### config.mk
export PLATFORM = sky130hd
export DESIGN_NAME = recv_word_flat
export DESIGN_NICKNAME = d
export VERILOG_FILES = /design/src/rtl/recv_word_pkg.sv /design/src/rtl/recv_word_if.sv /design/src/rtl/recv_word_uart_rx_frame.sv /design/src/rtl/recv_word.sv /design/src/flat_wrapper.sv
export SDC_FILE = /design/constraint.sdc
export NUM_CORES = 1
export LEC_CHECK = 0
export ABC_AREA = 1
export CAP_MARGIN = 0
export CORE_MARGIN = 2
export CORE_UTILIZATION = 45
export CTS_CLUSTER_SIZE = 25
export DETAILED_ROUTE_END_ITERATION = 10
export PLACE_DENSITY = 0.67
export SLEW_MARGIN = 25
export SYNTH_ARGS = -nofsm -noshare
export SYNTH_HDL_FRONTEND = slang
export SYNTH_SLANG_ARGS = --single-unit
export TNS_END_PERCENT = 50
### constraint.sdc
create_clock -name clk_in -period 1.62 [get_ports clk_in]
set_input_delay 0.324 -clock clk_in [delete_from_list [all_inputs] [get_ports clk_in]]
set_output_delay 0.324 -clock clk_in [all_outputs]
set_load 0.02 [all_outputs]
### src/rtl/recv_word_pkg.sv
`default_nettype none
//------------------------------------------------------------------------------
// Module : recv_word_pkg
// Brief  : Shared UART receive definitions: frame FSM encoding, line levels.
// Rev    : 1.0  initial release
//------------------------------------------------------------------------------
package recv_word_pkg;

    // Frame FSM state encoding
    typedef logic [2:0] frame_state_t;

    localparam frame_state_t ST_IDLE      = 3'd0;
    localparam frame_state_t ST_START     = 3'd1;
    localparam frame_state_t ST_DATA      = 3'd2;
    localparam frame_state_t ST_STOP      = 3'd3;
    localparam frame_state_t ST_WAIT_IDLE = 3'd4;

    // Serial line levels
    localparam logic UART_IDLE_LEVEL = 1'b1;
    localparam logic START_LEVEL     = 1'b0;

endpackage
`default_nettype wire

### src/rtl/recv_word_if.sv
`default_nettype none
//------------------------------------------------------------------------------
// Module : recv_word_if
// Brief  : Serial line in, reassembled word and status pulses out.
//          master = line driver / word consumer, slave = recv_word.
// Rev    : 1.0  initial release
//------------------------------------------------------------------------------
interface recv_word_if #(
    parameter int DATA_SIZE = 16
) ();

    logic                 rx_in;
    logic [DATA_SIZE-1:0] data_out;
    logic                 valid_out;
    logic                 busy_out;
    logic                 frame_err_out;
    logic                 timeout_out;

    modport master (
        output rx_in,
        input  data_out, valid_out, busy_out, frame_err_out, timeout_out
    );

    modport slave (
        input  rx_in,
        output data_out, valid_out, busy_out, frame_err_out, timeout_out
    );

endinterface
`default_nettype wire

### src/rtl/recv_word_uart_rx_frame.sv
`default_nettype none
//------------------------------------------------------------------------------
// Module : uart_rx_frame
// Brief  : Single UART frame receiver: 2-FF synchroniser, bit timer and
//          frame FSM (start, FRAME_SIZE data bits LSB first, one stop bit).
// Rev    : 1.0  initial release
//------------------------------------------------------------------------------
module uart_rx_frame
    import recv_word_pkg::*;
#(
    parameter int CLK_BAUD_RATIO = 25,
    parameter int FRAME_SIZE     = 8
) (
    input  wire logic                  clk,
    input  wire logic                  rst_n,
    input  wire logic                  rx,
    output logic [FRAME_SIZE-1:0]      frame_out,
    output logic                       frame_done,
    output logic                       frame_err,
    output logic                       line_idle,
    output logic                       start_seen,
    output logic                       start_ok
);

    localparam int TW = $clog2(CLK_BAUD_RATIO);
    localparam int IW = (FRAME_SIZE > 1) ? $clog2(FRAME_SIZE) : 1;

    localparam logic [TW-1:0] c_half = TW'(CLK_BAUD_RATIO / 2);
    localparam logic [TW-1:0] c_full = TW'(CLK_BAUD_RATIO - 1);
    localparam logic [TW-1:0] c_one  = TW'(1);
    localparam logic [IW-1:0] c_last = IW'(FRAME_SIZE - 1);
    localparam logic [IW-1:0] c_inc  = IW'(1);

    logic                  r_sync1;
    logic                  r_sync2;
    logic                  r_prev;
    frame_state_t          r_state;
    logic [TW-1:0]         r_timer;
    logic [IW-1:0]         r_idx;
    logic [FRAME_SIZE-1:0] r_shift;

    logic w_fall;
    logic w_expired;

    assign w_fall    = (r_prev == UART_IDLE_LEVEL) && (r_sync2 == START_LEVEL);
    assign w_expired = (r_timer == '0);

    // Synchronise the asynchronous line and keep one extra stage for edge detection
    always_ff @(posedge clk or negedge rst_n) begin
        if (!rst_n) begin
            r_sync1 <= UART_IDLE_LEVEL;
            r_sync2 <= UART_IDLE_LEVEL;
            r_prev  <= UART_IDLE_LEVEL;
        end else begin
            r_sync1 <= rx;
            r_sync2 <= r_sync1;
            r_prev  <= r_sync2;
        end
    end

    // Frame FSM: half-bit to the start-bit centre, then one full bit per sample
    always_ff @(posedge clk or negedge rst_n) begin
        if (!rst_n) begin
            r_state <= ST_IDLE;
            r_timer <= '0;
            r_idx   <= '0;
            r_shift <= '0;
        end else begin
            case (r_state)
                ST_IDLE: begin
                    if (w_fall) begin
                        r_timer <= c_half;
                        r_state <= ST_START;
                    end
                end
                ST_START: begin
                    if (w_expired) begin
                        if (r_sync2 == START_LEVEL) begin
                            r_idx   <= '0;
                            r_timer <= c_full;
                            r_state <= ST_DATA;
                        end else begin
                            r_state <= ST_IDLE;
                        end
                    end else begin
                        r_timer <= r_timer - c_one;
                    end
                end
                ST_DATA: begin
                    if (w_expired) begin
                        r_shift <= (r_shift >> 1) | (FRAME_SIZE'(r_sync2) << (FRAME_SIZE - 1));
                        r_timer <= c_full;
                        if (r_idx == c_last) begin
                            r_state <= ST_STOP;
                        end else begin
                            r_idx <= r_idx + c_inc;
                        end
                    end else begin
                        r_timer <= r_timer - c_one;
                    end
                end
                ST_STOP: begin
                    if (w_expired) begin
                        r_state <= (r_sync2 == UART_IDLE_LEVEL) ? ST_IDLE : ST_WAIT_IDLE;
                    end else begin
                        r_timer <= r_timer - c_one;
                    end
                end
                ST_WAIT_IDLE: begin
                    if (r_sync2 == UART_IDLE_LEVEL) begin
                        r_state <= ST_IDLE;
                    end
                end
                default: r_state <= ST_IDLE;
            endcase
        end
    end

    // Event strobes are decoded straight from the sampling cycle
    assign frame_out  = r_shift;
    assign frame_done = (r_state == ST_STOP)  && w_expired && (r_sync2 == UART_IDLE_LEVEL);
    assign frame_err  = (r_state == ST_STOP)  && w_expired && (r_sync2 == START_LEVEL);
    assign start_ok   = (r_state == ST_START) && w_expired && (r_sync2 == START_LEVEL);
    assign start_seen = (r_state == ST_IDLE)  && w_fall;
    assign line_idle  = (r_state == ST_IDLE);

endmodule
`default_nettype wire

### src/rtl/recv_word.sv
`default_nettype none
//------------------------------------------------------------------------------
// Module : recv_word
// Brief  : Receives FRAMES UART frames and reassembles them into one word,
//          first frame in the lowest bits; flags framing errors and gap
//          timeouts between frames of a word.
// Rev    : 1.0  initial release
//------------------------------------------------------------------------------
module recv_word
    import recv_word_pkg::*;
#(
    parameter int CLK_BAUD_RATIO = 25,
    parameter int FRAME_SIZE     = 8,
    parameter int FRAMES         = 2,
    parameter int GAP_TIMEOUT    = 16
) (
    input  wire logic clk_in,
    input  wire logic rst_n_in,
    recv_word_if.slave bus
);

    localparam int DATA_SIZE = FRAME_SIZE * FRAMES;
    localparam int KW        = $clog2(FRAMES + 1);
    localparam int GAP_LIMIT = GAP_TIMEOUT * CLK_BAUD_RATIO;
    localparam int GW        = $clog2(GAP_LIMIT + 1);

    localparam logic [KW-1:0] c_k_last   = KW'(FRAMES - 1);
    localparam logic [KW-1:0] c_k_inc    = KW'(1);
    localparam logic [GW-1:0] c_gap_last = GW'(GAP_LIMIT - 1);
    localparam logic [GW-1:0] c_gap_inc  = GW'(1);

    logic [FRAME_SIZE-1:0] w_frame;
    logic                  w_frame_done;
    logic                  w_frame_err;
    logic                  w_line_idle;
    logic                  w_start_seen;
    logic                  w_start_ok;
    logic [DATA_SIZE-1:0]  w_word_next;
    logic                  w_gap_run;
    logic                  w_gap_hit;

    logic [KW-1:0]         r_k;
    logic [GW-1:0]         r_gap;
    logic [DATA_SIZE-1:0]  r_word;
    logic [DATA_SIZE-1:0]  r_data;
    logic                  r_valid;
    logic                  r_busy;
    logic                  r_ferr;
    logic                  r_tmo;

    uart_rx_frame #(
        .CLK_BAUD_RATIO (CLK_BAUD_RATIO),
        .FRAME_SIZE     (FRAME_SIZE)
    ) u_frame (
        .clk        (clk_in),
        .rst_n      (rst_n_in),
        .rx         (bus.rx_in),
        .frame_out  (w_frame),
        .frame_done (w_frame_done),
        .frame_err  (w_frame_err),
        .line_idle  (w_line_idle),
        .start_seen (w_start_seen),
        .start_ok   (w_start_ok)
    );

    // Drop the just-received frame into its slot of the partial word
    always_comb begin
        w_word_next = r_word;
        for (int i = 0; i < FRAMES; i++) begin
            if (r_k == KW'(i)) begin
                w_word_next[i*FRAME_SIZE +: FRAME_SIZE] = w_frame;
            end
        end
    end

    // Gap timer only runs while a word is partially assembled and the line is idle
    assign w_gap_run = (r_k != '0) && w_line_idle;
    assign w_gap_hit = w_gap_run && (r_gap == c_gap_last);

    // Gap counter: expiry takes priority over a coincident start edge
    always_ff @(posedge clk_in or negedge rst_n_in) begin
        if (!rst_n_in) begin
            r_gap <= '0;
        end else if (!w_gap_run || w_gap_hit || w_start_seen) begin
            r_gap <= '0;
        end else begin
            r_gap <= r_gap + c_gap_inc;
        end
    end

    // Word assembly, frame counter and status pulses
    always_ff @(posedge clk_in or negedge rst_n_in) begin
        if (!rst_n_in) begin
            r_k     <= '0;
            r_word  <= '0;
            r_data  <= '0;
            r_valid <= 1'b0;
            r_busy  <= 1'b0;
            r_ferr  <= 1'b0;
            r_tmo   <= 1'b0;
        end else begin
            r_valid <= 1'b0;
            r_ferr  <= 1'b0;
            r_tmo   <= 1'b0;
            if (w_frame_done) begin
                if (r_k == c_k_last) begin
                    r_data  <= w_word_next;
                    r_valid <= 1'b1;
                    r_busy  <= 1'b0;
                    r_k     <= '0;
                end else begin
                    r_word <= w_word_next;
                    r_k    <= r_k + c_k_inc;
                end
            end else if (w_frame_err) begin
                r_ferr <= 1'b1;
                r_busy <= 1'b0;
                r_k    <= '0;
            end else if (w_gap_hit) begin
                r_tmo  <= 1'b1;
                r_busy <= 1'b0;
                r_k    <= '0;
            end else if (w_start_ok) begin
                r_busy <= 1'b1;
            end
        end
    end

    assign bus.data_out      = r_data;
    assign bus.valid_out     = r_valid;
    assign bus.busy_out      = r_busy;
    assign bus.frame_err_out = r_ferr;
    assign bus.timeout_out   = r_tmo;

endmodule
`default_nettype wire

### src/flat_wrapper.sv
// flat-port wrapper written by rule: the top's interface ports become plain ports
module recv_word_flat import recv_word_pkg::*;
#(
    parameter int CLK_BAUD_RATIO = 25,
    parameter int FRAME_SIZE     = 8,
    parameter int FRAMES         = 2,
    parameter int GAP_TIMEOUT    = 16
)
  (clk_in, rst_n_in, bus_rx_in, bus_data_out, bus_valid_out, bus_busy_out, bus_frame_err_out, bus_timeout_out);
  recv_word_if #(.DATA_SIZE(((8) * (2)))) bus_i ();
  input  wire logic clk_in;
  input  wire logic rst_n_in;
  input wire logic [$bits(bus_i.rx_in)-1:0] bus_rx_in;
  output wire logic [$bits(bus_i.data_out)-1:0] bus_data_out;
  output wire logic [$bits(bus_i.valid_out)-1:0] bus_valid_out;
  output wire logic [$bits(bus_i.busy_out)-1:0] bus_busy_out;
  output wire logic [$bits(bus_i.frame_err_out)-1:0] bus_frame_err_out;
  output wire logic [$bits(bus_i.timeout_out)-1:0] bus_timeout_out;
  assign bus_i.rx_in = bus_rx_in;
  assign bus_data_out = bus_i.data_out;
  assign bus_valid_out = bus_i.valid_out;
  assign bus_busy_out = bus_i.busy_out;
  assign bus_frame_err_out = bus_i.frame_err_out;
  assign bus_timeout_out = bus_i.timeout_out;
  recv_word #(.CLK_BAUD_RATIO(CLK_BAUD_RATIO), .FRAME_SIZE(FRAME_SIZE), .FRAMES(FRAMES), .GAP_TIMEOUT(GAP_TIMEOUT)) u_core (.clk_in(clk_in), .rst_n_in(rst_n_in), .bus(bus_i));
endmodule
==> summary.md <==
| Metric | Value |
|---|---|
| Status | `complete, no violations` |
| Post-synth top area share | `52.0%` |
| Worst reg-to-reg path cell count | `9` |
| Die area | `0.00774 mm2` |
| Fillcell total | `634` |
| Initial antenna violation count | `0` |
| Drt drc | `0` |
| Post-Layout Cell Count | `506` |
| # port buffers | `22` |
| CTS buffer count | `9` |
| CP Capture Type | `flop` |
| H-Tree Level Count | `3` |
| Die extent in y | `88.0 um` |
| ANT nets after route | `0` |
| Maximum VDD drop | `843 uV` |
| Post-synthesis sequential area ratio | `54.5%` |
| Register area | `0.00173 mm2` |
| Clock Latency Late Sink | `0.35 ns` |
| Period minus WS final | `1.47 ns` |
| Synth top cells by count | `nand2_1 (136), dfrtp_1 (66), inv_1 (38)` |
| Number of I/O pins | `23` |
| Core area | `0.00679 mm2` |
| #FFs+latches synth | `69` |
| CP startpoint kind | `flop` |
| Cell-internal power | `3.41 mW` |
| Initial Util | `46.7%` |
| Maxcap violations | `0` |
| Fmax | `678 MHz` |
| Via/cell ratio | `4.76` |
| EDFF count, synth | `0` |
| Worst-case hold slack | `0.364 ns` |
| Leak | `2.13 nW` |
| Final Hold Viols | `0` |
| GRT overflow | `0` |
| Max-slew violations | `0` |
| Initial DRC Count | `122` |
| Global placement routability congestion | `0.856` |
| Reg2reg start | `u_core.u_frame.r_timer[0]$_DFFE_PN0P_` |
| Worst slew pin tran | `0.376 ns` |
| Yosys warns | `0` |
| Clock group share of total power | `34.2%` |
| Leading cell type by number of instances after synthesis | `nand2_1` |
| CTS tree | `yes` |
| Dpl hpwl | `3940 um` |
| Psw | `1.57 mW` |
| Fin worst setup slack | `0.145 ns` |
| Unrepaired setup endpoints after global routing | `false` |
| Slew headroom | `74.6%` |
| Hold path startpoint | `u_core.u_frame.r_sync1$_DFF_PN1_` |
| Synthesized area | `0.00317 mm2` |
| HP Class | `flop to flop` |
| Max Fanout on Critical Path | `16` |
| Clock transition at the registers of the reported paths | `0.07 ns` |
| Synthesis-to-finish area growth | `21.2%` |
| Reg2Reg Capture Point | `u_core.bus.data_out[3]$_DFFE_PN0P_` |
| Fin crit share | `91.0%` |
| Critical Path RT | `1.86 ns` |
| Share of layout cells above drive strength 1 | `15.4%` |
| Vias | `2410` |
| Synth area leader | `dfrtp_1` |
| Synth area leaders | `dfrtp_1 (52%), nand2_1 (16%), inv_1 (4.5%), o21ai_0 (4.3%), nand3_1 (2.8%)` |
| Mapped Nets | `381` |
| Post-synth cell types | `32` |
| Avg Synthesized Cell Area | `8.49 um2` |
| PwrDens | `1290 mW/mm2` |
| Comb power frac | `25.0%` |
| Max clock buf depth | `2` |
| Drt pass-1 iters | `4` |
| Fin nets | `412` |
| GRT Util Overall | `18.0%` |
| Routed length per instance | `11.9 um` |
| Main synth FF type | `dfrtp_1` |
| Crit Path Class | `flop to flop` |
| Hold Path Cell Cnt | `0` |
| Critical Path AT | `1.71 ns` |
| Hold EP | `u_core.u_frame.r_sync2$_DFF_PN1_` |
| Clock Skew | `0.00707 ns` |
| Endpoints failing setup | `0` |
| Antenna fix cells | `0` |
| Row count | `30` |
| Cells after Synth | `374` |
| R2R setup slack | `0.15 ns` |
| Area of the multi-input gates | `0.00126 mm2` |
| Placed cell count | `485` |
| Post-Route WL | `6000 um` |
| Clock Root Buffer | `clkbuf_8` |
| Sw frac | `31.5%` |
| Die X | `88.0 um` |
| CTS Sinks | `69` |
| Share of flip-flops with an asynchronous set or reset | `100%` |
| Sequential power share | `40.8%` |
| Setup tns final | `0 ns` |
| Place WS | `0.0317 ns` |
| First-pass GRT wire length | `10600 um` |
| Vias in the first global route | `2367` |
| Pin count of the biggest net entering global routing | `70` |
| Total power draw | `4.98 mW` |
[state kept, by name, summed over array words and instances (netlist names)]
name and count:
u_core.r_word 16, u_core.u_frame.r_state 3, u_core.u_frame.frame_out 8, u_core.u_frame.r_sync1 1, u_core.bus.busy_out 1, u_core.u_frame.r_timer 5, u_core.bus.frame_err_out 1, u_core.bus.data_out 16
u_core.u_frame.r_prev 1, u_core.r_k 2, u_core.u_frame.r_idx 3, u_core.r_gap 9, u_core.u_frame.r_sync2 1, u_core.bus.timeout_out 1, u_core.bus.valid_out 1
[how the worst max path moves through the flow]
| stage | from | end | depth (start not counted) |
|---|---|---|---|
| after detailed placement | u_core.u_frame.r_timer[0]$_DFFE_PN0P_ | u_core.bus.data_out[3]$_DFFE_PN0P_ | 8 |
| after global placement | u_core.u_frame.r_timer[0]$_DFFE_PN0P_ | u_core.bus.data_out[1]$_DFFE_PN0P_ | 9 |
| final | u_core.u_frame.r_timer[0]$_DFFE_PN0P_ | u_core.bus.data_out[3]$_DFFE_PN0P_ | 9 |
| after floorplan | u_core.u_frame.r_timer[0]$_DFFE_PN0P_ | u_core.r_word[7]$_DFFE_PN0P_ | 8 |
| after global routing | u_core.r_gap[0]$_DFF_PN0_ | u_core.r_gap[3]$_DFF_PN0_ | 6 |
| after CTS | u_core.u_frame.r_timer[0]$_DFFE_PN0P_ | u_core.bus.data_out[3]$_DFFE_PN0P_ | 8 |
[final cells by class]
type,count,share of cell area [%]
timing repair buffer,34,8.84
clock buffer,10,3.58
tap,96,3.12
inverter,40,3.97
sequential,69,45.0
multi-input combinational,251,32.6
clock inverter,6,2.86
[per-layer routing]
| layer | global-route usage, % | vias up | share of wire, % |
|---|---|---|---|
| met3 | 6.03 | 10 | 3.9 |
| met5 | 0 | - | 0 |
| met4 | 5.73 | 0 | 1.3 |
| li1 | - | 1221 | - |
| met2 | 29.5 | 39 | 49 |
| met1 | 22.5 | 1140 | 46 |
[worst max-delay path: stages (launching register included)]
cell	delay [ns]
dfrtp_1	0.39
inv_2	0.09
ha_4	0.16
nand3_4	0.11
nor2_4	0.17
nand2_4	0.12
inv_4	0.10
nand2_8	0.10
nand2_1	0.07
nand2_1	0.05
[what timing repair did]
action                                 in CTS  in global routing
endpoints found under the hold margin      45                  0
pin swaps                                   0                  4
hold buffers                                1                  0
cloned                                      0                  1
buffers inserted                            0                  3
setup endpoints to repair                  18                 38
gates resized for setup                    18                 13
[power groups by stage]
| stage | clock, mW | sequential [mW] | combinational, mW |
|---|---|---|---|
| 4_1_cts | 1.76 | 2.01 | 1.17 |
| 6_report | 1.70 | 2.03 | 1.24 |
| 5_1_grt | 1.83 | 2.05 | 1.45 |
| 3_3_place_gp | 0 | 2.04 | 1.15 |
| 3_5_place_dp | 0 | 2.04 | 1.17 |
| 2_1_floorplan | 0 | 2.04 | 0.836 |
[cell families (layout without fill, tap and decap cells)]
family / Yosys count / count (layout) / share of synthesized area, %
adder cells (fa/ha/maj): 4 / 4 / 1.58
AO/OA/AOI/OAI: 42 / 42 / 7.77
AND/OR/NAND/NOR: 199 / 200 / 27.4
XOR/XNOR: 5 / 5 / 1.38
buffers and inverters: 55 / 90 / 7.33
flip-flops: 69 / 69 / 54.5
[stage by stage]
stage | util, % | cell area, um2
5_1_grt | 56.6 | 3850
2_1_floorplan | - | 3170
3_5_place_dp | 52.1 | 3540
6_report | 56.6 | 3850
3_3_place_gp | 52.1 | 3540
4_1_cts | 55.5 | 3770
[layout by cell type (no fill, tap or decap), drive strengths merged, types with 3 or more instances in the layout]
master / count
inv: 40
nand2: 139
nand3: 20
xor2: 4
nor2: 32
clkbuf: 10
nor3: 3
dfstp: 3
bufinv: 3
buf: 12
o21ai: 35
a21oi: 6
dfrtp: 66
dlygate4sd2: 18
ha: 4
Power figures use the tool's default switching activity.
